[config.mk]
export PLATFORM = sky130hd
export DESIGN_NAME = uart
export DESIGN_NICKNAME = d
export VERILOG_FILES = /design/src/rtl/uart.sv
export SDC_FILE = /design/constraint.sdc
export NUM_CORES = 1
export LEC_CHECK = 0
export CAP_MARGIN = 40
export CORE_UTILIZATION = 53
export DETAILED_ROUTE_END_ITERATION = 10
export PLACE_DENSITY = 0.77
export SLEW_MARGIN = 10
export SYNTH_ARGS = -nofsm -noshare
export SYNTH_HDL_FRONTEND = slang
export SYNTH_SLANG_ARGS = --single-unit
[constraint.sdc]
create_clock -name clk -period 3.25 [get_ports clk]
set_input_delay 0.4875 -clock clk [delete_from_list [all_inputs] [get_ports clk]]
set_output_delay 0.4875 -clock clk [all_outputs]
set_load 0.01 [all_outputs]
[src/rtl/uart.sv]
// Memory-mapped 8N1 UART slave with an 8-entry TX FIFO, single-byte RX buffer,
// programmable baud divisor and a registered level interrupt.
//
// Ports:
//   clk, reset_          single clock, synchronous active-low reset
//   mem_cmd_*            bus command (accepted on valid & sel, never stalls)
//   mem_rsp_ready/rdata  read response, one cycle after the accepted read
//   uart_txd / uart_rxd  serial line (txd idles high, rxd is asynchronous)
//   irq                  level interrupt
module uart #(
  parameter int unsigned TX_FIFO_DEPTH   = 8,
  parameter logic [15:0] DEFAULT_DIVISOR = 16'd434
) (
  input  logic        clk,
  input  logic        reset_,
  input  logic        mem_cmd_sel,
  input  logic        mem_cmd_valid,
  input  logic        mem_cmd_wr,
  input  logic [11:0] mem_cmd_addr,
  input  logic [31:0] mem_cmd_wdata,
  output logic        mem_rsp_ready,
  output logic [31:0] mem_rsp_rdata,
  output logic        uart_txd,
  input  logic        uart_rxd,
  output logic        irq
);
  localparam int unsigned AW = $clog2(TX_FIFO_DEPTH);
  localparam int unsigned LW = AW + 1;

  typedef enum logic [1:0] {StIdle, StStart, StData, StStop} state_e;

  // Bus decode
  logic       cmd, rd_cmd, wr_cmd, data_wr, data_rd, stat_wr;
  logic [1:0] reg_sel;
  assign cmd     = mem_cmd_valid & mem_cmd_sel;
  assign rd_cmd  = cmd & ~mem_cmd_wr;
  assign wr_cmd  = cmd & mem_cmd_wr;
  assign reg_sel = mem_cmd_addr[3:2];
  assign data_wr = wr_cmd & (reg_sel == 2'd0);
  assign data_rd = rd_cmd & (reg_sel == 2'd0);
  assign stat_wr = wr_cmd & (reg_sel == 2'd1);

  logic unused_bits;
  assign unused_bits = ^{mem_cmd_addr[11:4], mem_cmd_addr[1:0], mem_cmd_wdata[31:16]};

  logic [15:0] divisor_q, eff_div;
  logic [1:0]  ier_q;
  logic        rx_valid_q, rx_ovr_q, tx_ovf_q, frame_err_q, irq_q;
  logic [7:0]  rx_data_q;
  logic        rsp_ready_q;
  logic [31:0] rsp_rdata_q, rd_word;

  assign eff_div = (divisor_q < 16'd2) ? 16'd2 : divisor_q;

  // TX FIFO: pointers carry one extra bit so full and empty are distinguishable
  logic [7:0]    fifo_mem [TX_FIFO_DEPTH];
  logic [LW-1:0] wr_ptr_q, rd_ptr_q, level;
  logic          tx_full, tx_empty, push, tx_pop;
  assign level    = wr_ptr_q - rd_ptr_q;
  assign tx_full  = (level == LW'(TX_FIFO_DEPTH));
  assign tx_empty = (level == '0);
  // Full is judged before any same-cycle pop, so a write to a full FIFO always drops
  assign push     = data_wr & ~tx_full;

  always_ff @(posedge clk) begin
    if (!reset_) begin
      wr_ptr_q <= '0;
      rd_ptr_q <= '0;
    end else begin
      if (push)   wr_ptr_q <= wr_ptr_q + LW'(1);
      if (tx_pop) rd_ptr_q <= rd_ptr_q + LW'(1);
    end
  end

  always_ff @(posedge clk) begin
    if (push) fifo_mem[wr_ptr_q[AW-1:0]] <= mem_cmd_wdata[7:0];
  end

  // TX FSM. Bit counters load eff_div-1 at each bit start, so a divisor write
  // only affects the next bit.
  state_e      tx_state_q, tx_state_d;
  logic [15:0] tx_cnt_q, tx_cnt_d;
  logic [2:0]  tx_idx_q, tx_idx_d;
  logic [7:0]  tx_shift_q, tx_shift_d;
  logic        txd_q, txd_d, tx_busy;
  assign tx_busy = (tx_state_q != StIdle);

  always_ff @(posedge clk) begin
    if (!reset_) begin
      tx_state_q <= StIdle;
      tx_cnt_q   <= '0;
      tx_idx_q   <= '0;
      tx_shift_q <= '0;
      txd_q      <= 1'b1;
    end else begin
      tx_state_q <= tx_state_d;
      tx_cnt_q   <= tx_cnt_d;
      tx_idx_q   <= tx_idx_d;
      tx_shift_q <= tx_shift_d;
      txd_q      <= txd_d;
    end
  end

  always_comb begin
    tx_state_d = tx_state_q;
    tx_cnt_d   = tx_cnt_q;
    tx_idx_d   = tx_idx_q;
    tx_shift_d = tx_shift_q;
    txd_d      = txd_q;
    tx_pop     = 1'b0;
    unique case (tx_state_q)
      StIdle: begin
        if (!tx_empty) begin
          tx_pop     = 1'b1;
          tx_shift_d = fifo_mem[rd_ptr_q[AW-1:0]];
          tx_cnt_d   = eff_div - 16'd1;
          tx_state_d = StStart;
          txd_d      = 1'b0;
        end
      end
      StStart: begin
        if (tx_cnt_q == '0) begin
          tx_state_d = StData;
          tx_idx_d   = '0;
          tx_cnt_d   = eff_div - 16'd1;
          txd_d      = tx_shift_q[0];
        end else tx_cnt_d = tx_cnt_q - 16'd1;
      end
      StData: begin
        if (tx_cnt_q == '0) begin
          tx_cnt_d = eff_div - 16'd1;
          if (tx_idx_q == 3'd7) begin
            tx_state_d = StStop;
            txd_d      = 1'b1;
          end else begin
            tx_idx_d   = tx_idx_q + 3'd1;
            tx_shift_d = {1'b0, tx_shift_q[7:1]};
            txd_d      = tx_shift_q[1];
          end
        end else tx_cnt_d = tx_cnt_q - 16'd1;
      end
      StStop: begin
        if (tx_cnt_q == '0) begin
          if (!tx_empty) begin
            // Chain straight into the next start bit, no idle gap
            tx_pop     = 1'b1;
            tx_shift_d = fifo_mem[rd_ptr_q[AW-1:0]];
            tx_cnt_d   = eff_div - 16'd1;
            tx_state_d = StStart;
            txd_d      = 1'b0;
          end else tx_state_d = StIdle;
        end else tx_cnt_d = tx_cnt_q - 16'd1;
      end
      default: tx_state_d = StIdle;
    endcase
  end

  // RX path: 2-flop synchronizer plus one more flop for falling-edge detection
  logic        rx_s1_q, rx_s2_q, rx_last_q;
  state_e      rx_state_q, rx_state_d;
  logic [15:0] rx_cnt_q, rx_cnt_d;
  logic [2:0]  rx_idx_q, rx_idx_d;
  logic [7:0]  rx_shift_q, rx_shift_d;
  logic        rx_done, rx_ferr;

  always_ff @(posedge clk) begin
    if (!reset_) begin
      rx_s1_q    <= 1'b1;
      rx_s2_q    <= 1'b1;
      rx_last_q  <= 1'b1;
      rx_state_q <= StIdle;
      rx_cnt_q   <= '0;
      rx_idx_q   <= '0;
      rx_shift_q <= '0;
    end else begin
      rx_s1_q    <= uart_rxd;
      rx_s2_q    <= rx_s1_q;
      rx_last_q  <= rx_s2_q;
      rx_state_q <= rx_state_d;
      rx_cnt_q   <= rx_cnt_d;
      rx_idx_q   <= rx_idx_d;
      rx_shift_q <= rx_shift_d;
    end
  end

  // After a framing error the FSM returns to idle at once; a new frame still
  // needs a falling edge, which implies the line has gone back to 1 first.
  always_comb begin
    rx_state_d = rx_state_q;
    rx_cnt_d   = rx_cnt_q;
    rx_idx_d   = rx_idx_q;
    rx_shift_d = rx_shift_q;
    rx_done    = 1'b0;
    rx_ferr    = 1'b0;
    unique case (rx_state_q)
      StIdle: begin
        if (rx_last_q && !rx_s2_q) begin
          rx_state_d = StStart;
          rx_cnt_d   = (eff_div >> 1) - 16'd1;
        end
      end
      StStart: begin
        if (rx_cnt_q == '0) begin
          if (rx_s2_q) rx_state_d = StIdle;  // glitch
          else begin
            rx_state_d = StData;
            rx_idx_d   = '0;
            rx_cnt_d   = eff_div - 16'd1;
          end
        end else rx_cnt_d = rx_cnt_q - 16'd1;
      end
      StData: begin
        if (rx_cnt_q == '0) begin
          rx_shift_d = {rx_s2_q, rx_shift_q[7:1]};
          rx_cnt_d   = eff_div - 16'd1;
          if (rx_idx_q == 3'd7) rx_state_d = StStop;
          else rx_idx_d = rx_idx_q + 3'd1;
        end else rx_cnt_d = rx_cnt_q - 16'd1;
      end
      StStop: begin
        if (rx_cnt_q == '0) begin
          rx_state_d = StIdle;
          if (rx_s2_q) rx_done = 1'b1;
          else rx_ferr = 1'b1;
        end else rx_cnt_d = rx_cnt_q - 16'd1;
      end
      default: rx_state_d = StIdle;
    endcase
  end

  // Register read mux, sampled at the command edge
  always_comb begin
    rd_word = '0;
    unique case (reg_sel)
      2'd0: rd_word = {23'b0, rx_valid_q, rx_data_q};
      2'd1: begin
        rd_word[0]        = tx_full;
        rd_word[1]        = tx_empty;
        rd_word[2]        = tx_busy;
        rd_word[3]        = rx_valid_q;
        rd_word[4]        = rx_ovr_q;
        rd_word[5]        = tx_ovf_q;
        rd_word[6]        = frame_err_q;
        rd_word[8 +: LW]  = level;
      end
      2'd2: rd_word = {16'b0, divisor_q};
      2'd3: rd_word = {30'b0, ier_q};
    endcase
  end

  always_ff @(posedge clk) begin
    if (!reset_) begin
      divisor_q   <= DEFAULT_DIVISOR;
      ier_q       <= '0;
      rx_valid_q  <= 1'b0;
      rx_data_q   <= '0;
      rx_ovr_q    <= 1'b0;
      tx_ovf_q    <= 1'b0;
      frame_err_q <= 1'b0;
      irq_q       <= 1'b0;
      rsp_ready_q <= 1'b0;
      rsp_rdata_q <= '0;
    end else begin
      if (wr_cmd && reg_sel == 2'd2) divisor_q <= mem_cmd_wdata[15:0];
      if (wr_cmd && reg_sel == 2'd3) ier_q <= mem_cmd_wdata[1:0];
      // A byte landing with a DATA read keeps valid set and is not an overrun
      if (rx_done) begin
        rx_valid_q <= 1'b1;
        rx_data_q  <= rx_shift_q;
      end else if (data_rd) rx_valid_q <= 1'b0;
      if (rx_done && rx_valid_q && !data_rd) rx_ovr_q <= 1'b1;
      else if (stat_wr && mem_cmd_wdata[4]) rx_ovr_q <= 1'b0;
      if (data_wr && tx_full) tx_ovf_q <= 1'b1;
      else if (stat_wr && mem_cmd_wdata[5]) tx_ovf_q <= 1'b0;
      if (rx_ferr) frame_err_q <= 1'b1;
      else if (stat_wr && mem_cmd_wdata[6]) frame_err_q <= 1'b0;
      irq_q       <= (rx_valid_q & ier_q[0]) | (tx_empty & ~tx_busy & ier_q[1]);
      rsp_ready_q <= rd_cmd;
      rsp_rdata_q <= rd_cmd ? rd_word : '0;
    end
  end

  assign mem_rsp_ready = rsp_ready_q;
  assign mem_rsp_rdata = rsp_rdata_q;
  assign uart_txd      = txd_q;
  assign irq           = irq_q;

endmodule

==> results of run 1 <==
==> synthesized netlist by cell type (4+ instances only) <==
master,count,area [um2]
nand2_1,129,484
dfxtp_1,121,2420
nor2_1,98,368
a21oi_1,92,460
clkbuf_1,67,251
edfxtp_1,64,1920
o21ai_0,53,265
mux2i_1,28,280
nor3_1,26,130
nand3_1,25,125
inv_1,22,82.6
ha_1,21,263
xor2_1,21,184
nor4_1,18,113
mux4_2,17,383
or3_1,17,106
buf_4,16,120
xnor2_1,15,131
nand2b_1,13,81.3
and2_1,9,56.3
o31ai_1,9,67.6
a31oi_1,8,50.1
o211ai_1,8,60.1
o22ai_1,8,50.1
or4_1,8,60.1
a21boi_0,7,52.6
a21o_1,7,52.6
a211oi_1,6,45.0
and3_1,6,37.5
buf_1,6,22.5
nand4_1,6,37.5
a32o_1,5,50.1
o221ai_1,5,43.8
nor2b_1,4,25.0
nor3b_1,4,30.0
or2_2,4,25.0
==> state kept, by name, indices dropped and copies added (netlist names), 2 cells and up, named ones only <==
name / flops
tx_cnt_q: 16
tx_shift_q: 8
mem_rsp_rdata: 16
fifo_mem: 64
rd_ptr_q: 4
rx_data_q: 8
rx_idx_q: 3
divisor_q: 16
tx_idx_q: 3
rx_cnt_q: 16
rx_shift_q: 8
ier_q: 2
wr_ptr_q: 4
tx_state_q: 2
==> worst min-delay path by stage <==
stage                          to     from  cells after the start
after CTS                 rx_s2_q  rx_s1_q                      1
final                     rx_s2_q  rx_s1_q                      1
after global placement    rx_s2_q  rx_s1_q                      1
after global routing      rx_s2_q  rx_s1_q                      1
after detailed placement  rx_s2_q  rx_s1_q                      1
after floorplan           rx_s2_q  rx_s1_q                      1
==> logic make-up after synthesis <==
family,count (synthesis),share of synthesized area
multiplexers,47,0.0718
buffers and inverters,116,0.0544
AO/OA/AOI/OAI,247,0.162
flip-flops,185,0.455
adder cells (fa/ha/maj),22,0.0296
AND/OR/NAND/NOR,386,0.194
XOR/XNOR,36,0.0330
other,1,0.000393
==> power breakdown <==
group / leakage (nW) / total (W) / switching (W) / internal [W]
clock: 0.297 / 0.00215 / 0.00108 / 0.00106
combinational: 2.06 / 0.00324 / 0.00191 / 0.00133
sequential: 1.56 / 0.00283 / 0.000249 / 0.00258
==> metal layers <==
| metal | part of all wire | GRT usage |
|---|---|---|
| met3 | 0.075 | 0.0485 |
| met4 | 0.029 | 0.114 |
| met2 | 0.47 | 0.442 |
| met5 | 0 | 0 |
| met1 | 0.42 | 0.364 |
==> critical path: cells and delay by family, from the launching register on <==
| kind | cells | cell delay [ns] |
|---|---|---|
| xor gates and xnor gates | 1 | 0.19 |
| AOI/OAI and AO/OA | 3 | 1.15 |
| buffers and inverters | 1 | 0.13 |
| adders and majority gates | 2 | 0.62 |
| and+or+nand+nor | 1 | 0.29 |
| DFF | 1 | 0.49 |
==> final cells by class <==
| type | instances | area (um2) |
|---|---|---|
| sequential | 185 | 4340 |
| fill | 1441 | 6600 |
| multi-input combinational | 754 | 4750 |
| clock inverter | 15 | 200 |
| clock buffer | 17 | 425 |
| tap | 225 | 282 |
| inverter | 23 | 86.3 |
| timing repair buffer | 82 | 728 |
==> metrics by stage <==
stage          worst slack (ns)  std cells
2_1_floorplan            0.0139       1055
3_3_place_gp              0.316       1268
3_5_place_dp              0.234       1269
4_1_cts                   0.234       1301
5_1_grt                  0.0364       1301
6_report                  0.232       1301
==> layout by cell type, fill, tap and decap left out, types with 9 or more instances in the layout <==
cell type        count
a21oi_1             92
clkdlybuf4s50_1     42
nor2_1              98
and2_1               9
mux4_2              17
dfxtp_1            121
clkbuf_16           17
ha_1                21
edfxtp_1            64
nand2b_1            13
xnor2_1             15
nor3_1              26
mux2i_1             28
conb_1              16
nand3_1             25
buf_4               39
o31ai_1              9
or3_1               17
nor4_1              18
xor2_1              21
nand2_1            129
o21ai_0             53
inv_1               22
==> summary.txt, run 1 <==
Placed design
  • Final Wtd Congestion: between 0.9 and 1
  • Port bufs: 42
  • Placed cell area: just over 10,000 um2
  • DP HPWL: between 15,000 and 20,000 um

Worst setup path
  • Kind of end point of the critical path: flip-flop
  • Critical-path maximum fanout: 20
  • CP max-delay cell: o31ai_1
  • Worst Setup EP: tx_cnt_q[12]
  • Reg2reg start: wr_ptr_q[0]
  • Worst setup path start: wr_ptr_q[0]
  • Crit-path cells: inv_1 > ha_1 > fa_1 > xor2_1 > and3_1 > a21bo_2 > o31ai_1 > o21ai_0
  • Setup Crit Path Kind: flip-flop to flip-flop
  • WP data arrival: roughly 3.3 ns
  • Max incr delay on CP: around 0.55 ns
  • R2R setup slack: between 0.2 and 0.25 ns
  • Startpoint types: flip-flop
  • Worst EP required: between 3 and 4 ns
  • Reg2reg path depth: 8
  • R2R Path End: tx_cnt_q[12]

Clocking
  • Clock Tree Root: clkbuf_16
  • Post-CTS setup buffer count: 0
  • TritonCTS Buffers: 17
  • Hold Buf Count CTS: 0
  • Clock sinks: between 150 and 200
  • Skew-Pair Late Insertion Delay: 0.45 ns
  • Clk buf depth: 2
  • CTS tree: yes
  • H-tree Lvls: 4
  • Clock-pin transition on the worst setup and hold timing paths: around 0.08 ns
  • PostCTS Resize Cnt: 0

Die
  • Die height: approximately 140 um
  • Die Span X: roughly 140 um
  • Die area: 18,600 um2
  • Initial Utilization: 0.548
  • Core area: 17,400 um2
  • IO Count: 85
  • Rows: 48

Timing
  • # setup viols final: 0
  • RSZ-0062 raised after global routing: no
  • Hold slack: approximately 0.41 ns
  • Hold Fails Final Rpt: 0
  • Tmin final: ~3 ns
  • Maximum clock rate: about 330 MHz
  • Slew HR: 0.473
  • Max-slew violations: 0
  • Clk_skew: ~0.015 ns
  • Part of the cycle the worst path needs: 0.928
  • Setup_tns: 0 ns
  • Worst slew pin tran: 0.783 ns

Drt
  • DRC Markers: 0
  • Antenna Violating Nets Remaining: 0
  • Via count: 8,059
  • DRT iter0 DRCs: 873
  • Vias/cell: approximately 6.2
  • Pre-antenna DRT Iters: 5
  • DR WL/cell: between 15 and 20 um
  • Final wirelength: between 20,000 and 25,000 um

Layout
  • Area growth, synth to finish: 13.3%
  • Nets: 1,135
  • Post-route cell area: around 11,000 um2
  • N_diodes: 0
  • Finished Core Util: 0.621
  • Share of layout cells above drive strength 1: 0.101

Power and ir drop
  • Power Total: about 0.008 W
  • VDD IR-drop max: roughly 0.43 mV
  • P_leak: between 3 and 4 nW
  • Pwr dens: about 760 nW/um2

GRT
  • GRT Util Overall: 0.275
  • Initial antenna violation count: 0
  • First-pass GRT wire length: approximately 39,000 um
  • Total global routing overflow: 0
  • Vias in the first global route: between 7,000 and 8,000
  • Largest net degree at the start of global routing: 57

Synthesis
  • Yosys cell types: between 70 and 80
  • Post-synth EDFFs: 64
  • Prevailing post-synth register cell: dfxtp_1
  • Avg Inst Size Synth: roughly 9.2 um2
  • FF+latch count, synth: roughly 190
  • Post-Syn Instances: between 1,000 and 1,500
  • Post-synthesis sequential area ratio: 0.455
  • Mapped Area: roughly 9500 um2
  • Yosys warns: 0
  • Ys async rst share: 0

Outcome
  • Status: finished clean

Run
  • Max-cap viol count: 0

Hold path
  • Class of the worst hold path: flip-flop to flip-flop
Power figures use the tool's default switching activity.
==> run 2: changes to the inputs <==
--- a/config.mk
+++ b/config.mk
@@ -6,9 +6,10 @@
 export NUM_CORES = 1
 export LEC_CHECK = 0
 export CAP_MARGIN = 40
-export CORE_UTILIZATION = 53
+export CORE_UTILIZATION = 40
+export CTS_CLUSTER_DIAMETER = 50
 export DETAILED_ROUTE_END_ITERATION = 10
-export PLACE_DENSITY = 0.77
+export REMOVE_ABC_BUFFERS = 1
 export SLEW_MARGIN = 10
 export SYNTH_ARGS = -nofsm -noshare
 export SYNTH_HDL_FRONTEND = slang
==> run 2 against run 1 <==
The run now ends with DRC left. Wire length up 2.0%. Final area up 0.73%. Sequential share of layout area down 0.29 points. Global-route usage down 6.3 points. Register-to-register slack better by 0.08 ns. Combinational power down 2%. Sequential cell count unchanged. Critical path depth unchanged. Critical path type unchanged. Largest power group unchanged. Highest routed layer unchanged.
==> summary.txt, run 2 (synthesis results as in run 1) <==
Clocking
  • TritonCTS Buffers: 17
  • Clock Tree Root: clkbuf_16
  • CTS tree: yes
  • Hold Buf Count CTS: 0
  • Skew-Pair Late Insertion Delay: ~0.44 ns
  • H-tree Lvls: 4
  • Clock sinks: about 190
  • Clock-pin transition on the worst setup and hold timing paths: roughly 0.080 ns
  • Clk buf depth: 2
  • PostCTS Resize Cnt: 0
  • Post-CTS setup buffer count: 0

Timing
  • RSZ-0062 raised after global routing: no
  • Slew HR: 0.394
  • Worst slew pin tran: between 0.9 and 1 ns
  • Maximum clock rate: about 340 MHz
  • Part of the cycle the worst path needs: 0.904
  • Tmin final: about 2.9 ns
  • # setup viols final: 0
  • Max-slew violations: 0
  • Setup_tns: 0 ns
  • Clk_skew: around 0.012 ns
  • Hold Fails Final Rpt: 0

Drt
  • Pre-antenna DRT Iters: 10
  • Final wirelength: between 20,000 and 25,000 um
  • DR WL/cell: about 18 um
  • DRC Markers: 2
  • Via count: ~7,800
  • DRT iter0 DRCs: ~540
  • Vias/cell: 5.61
  • Antenna Violating Nets Remaining: 0

Layout
  • Commonest non-fill, non-tap cell in the layout: nand2_1
  • Fill count: about 2,300
  • Max reg flops: 64
  • Most frequent cells in the layout: nand2_1, dfxtp_1, nor2_1
  • Share of layout cells above drive strength 1: 0.0996
  • Nets: ~1,100
  • Register area: 4340 um2
  • Area growth, synth to finish: 14.1%
  • Multi-input logic area: roughly 4700 um2
  • Post-route cell area: ~11,000 um2

Placed design
  • DP HPWL: approximately 18,000 um
  • Placed cell area: 10,300 um2
  • Final Wtd Congestion: between 0.9 and 1
  • Port bufs: 42

Die
  • Die height: about 160 um
  • Die Span X: roughly 160 um
  • Rows: between 50 and 60
  • Die area: 24,500 um2
  • Initial Utilization: 0.407
  • IO Count: 85
  • Core area: ~23,000 um2

Worst setup path
  • Worst EP required: 3.55 ns
  • Crit-path cells: inv_1 > ha_1 > fa_1 > xor2_1 > and3_1 > a21bo_2 > o31ai_1 > o21ai_0
  • CP Buf/Inv Count: 1
  • Critical-path maximum fanout: 15
  • Kind of end point of the critical path: flip-flop
  • CP max-delay cell: o31ai_1
  • Setup Crit Path Kind: flip-flop to flip-flop
  • Max incr delay on CP: approximately 0.53 ns
  • Cell family with most CP delay: compound AO/OA/AOI/OAI gates
  • Startpoint types: flip-flop
  • WP data arrival: around 3.2 ns

Power and ir drop
  • Power Total: 0.00816 W
  • Combinational share of power: 0.391
  • P_leak: approximately 3.9 nW
  • Sw frac: 0.386
  • Psw: between 0.003 and 0.004 W
  • Clock share of power: 0.260
  • Pwr dens: about 750 nW/um2
  • P_int: about 0.005 W
  • Flop pwr share: 0.349
  • VDD IR-drop max: approximately 0.33 mV

Outcome
  • Status: complete, but fails checks
  • Violated checks: DRC

GRT
  • Initial antenna violation count: 1
  • Met3 Use GR: 0.0377
  • GR peak layer: met2
  • Largest net degree at the start of global routing: 41
  • Met1 Use GR: 0.293
  • GR Util met2: 0.331
  • Vias in the first global route: about 7,300
  • First-pass GRT wire length: between 30,000 and 40,000 um
  • GRT Util Overall: 0.212
  • Total global routing overflow: 0

Run
  • Max-cap viol count: 0

Hold path
  • Class of the worst hold path: flip-flop to flip-flop
[run 2: cell count changes in the layout (fill, tap and decap cells not counted), sizes merged]
cell	previous run	this run
bufinv	0	1
buf	40	38
diode	0	1
clkinv	7	6
[run 2: power groups by stage]
stage / combinational (W) / sequential (W) / clock (W)
2_1_floorplan: 0.00226 / 0.00283 / 0
3_3_place_gp: 0.00313 / 0.00290 / 0
3_5_place_dp: 0.00315 / 0.00290 / 0
4_1_cts: 0.00317 / 0.00285 / 0.00217
5_1_grt: 0.00353 / 0.00289 / 0.00226
6_report: 0.00319 / 0.00285 / 0.00213
[run 2: layer usage]
layer	vias up	routed length, um	share of wire
met5	-	0	0
met4	0	569	0.023
met3	31	1350	0.054
met2	217	11100	0.45
met1	3803	11800	0.48
li1	3767	-	-
[run 2: stage by stage]
step | util | cells | hold slack (ns) | setup slack, ns
4_1_cts | 0.464 | 1393 | 0.412 | 0.319
6_report | 0.464 | 1394 | 0.411 | 0.313
3_5_place_dp | 0.438 | 1361 | 0.394 | 0.320
2_1_floorplan | - | 962 | 0.386 | -0.435
5_1_grt | 0.464 | 1393 | 0.437 | 0.0516
3_3_place_gp | 0.438 | 1361 | 0.395 | 0.374
[run 2: final cells by class]
cell class	instances	share of cell area
clock buffer	17	0.0390
antenna	1	0.000230
multi-input combinational	754	0.435
clock inverter	15	0.0173
tap	319	0.0366
inverter	23	0.00792
timing repair buffer	80	0.0648
sequential	185	0.399
[run 2: worst paths after layout]
check            endpoint  depth (start not counted)         from  slack [ns]
max          tx_cnt_q[12]                          8  wr_ptr_q[0]        0.31
min               rx_s2_q                          1      rx_s1_q        0.41
max reg2reg  tx_cnt_q[12]                          8  wr_ptr_q[0]        0.31
min reg2reg       rx_s2_q                          1      rx_s1_q        0.41
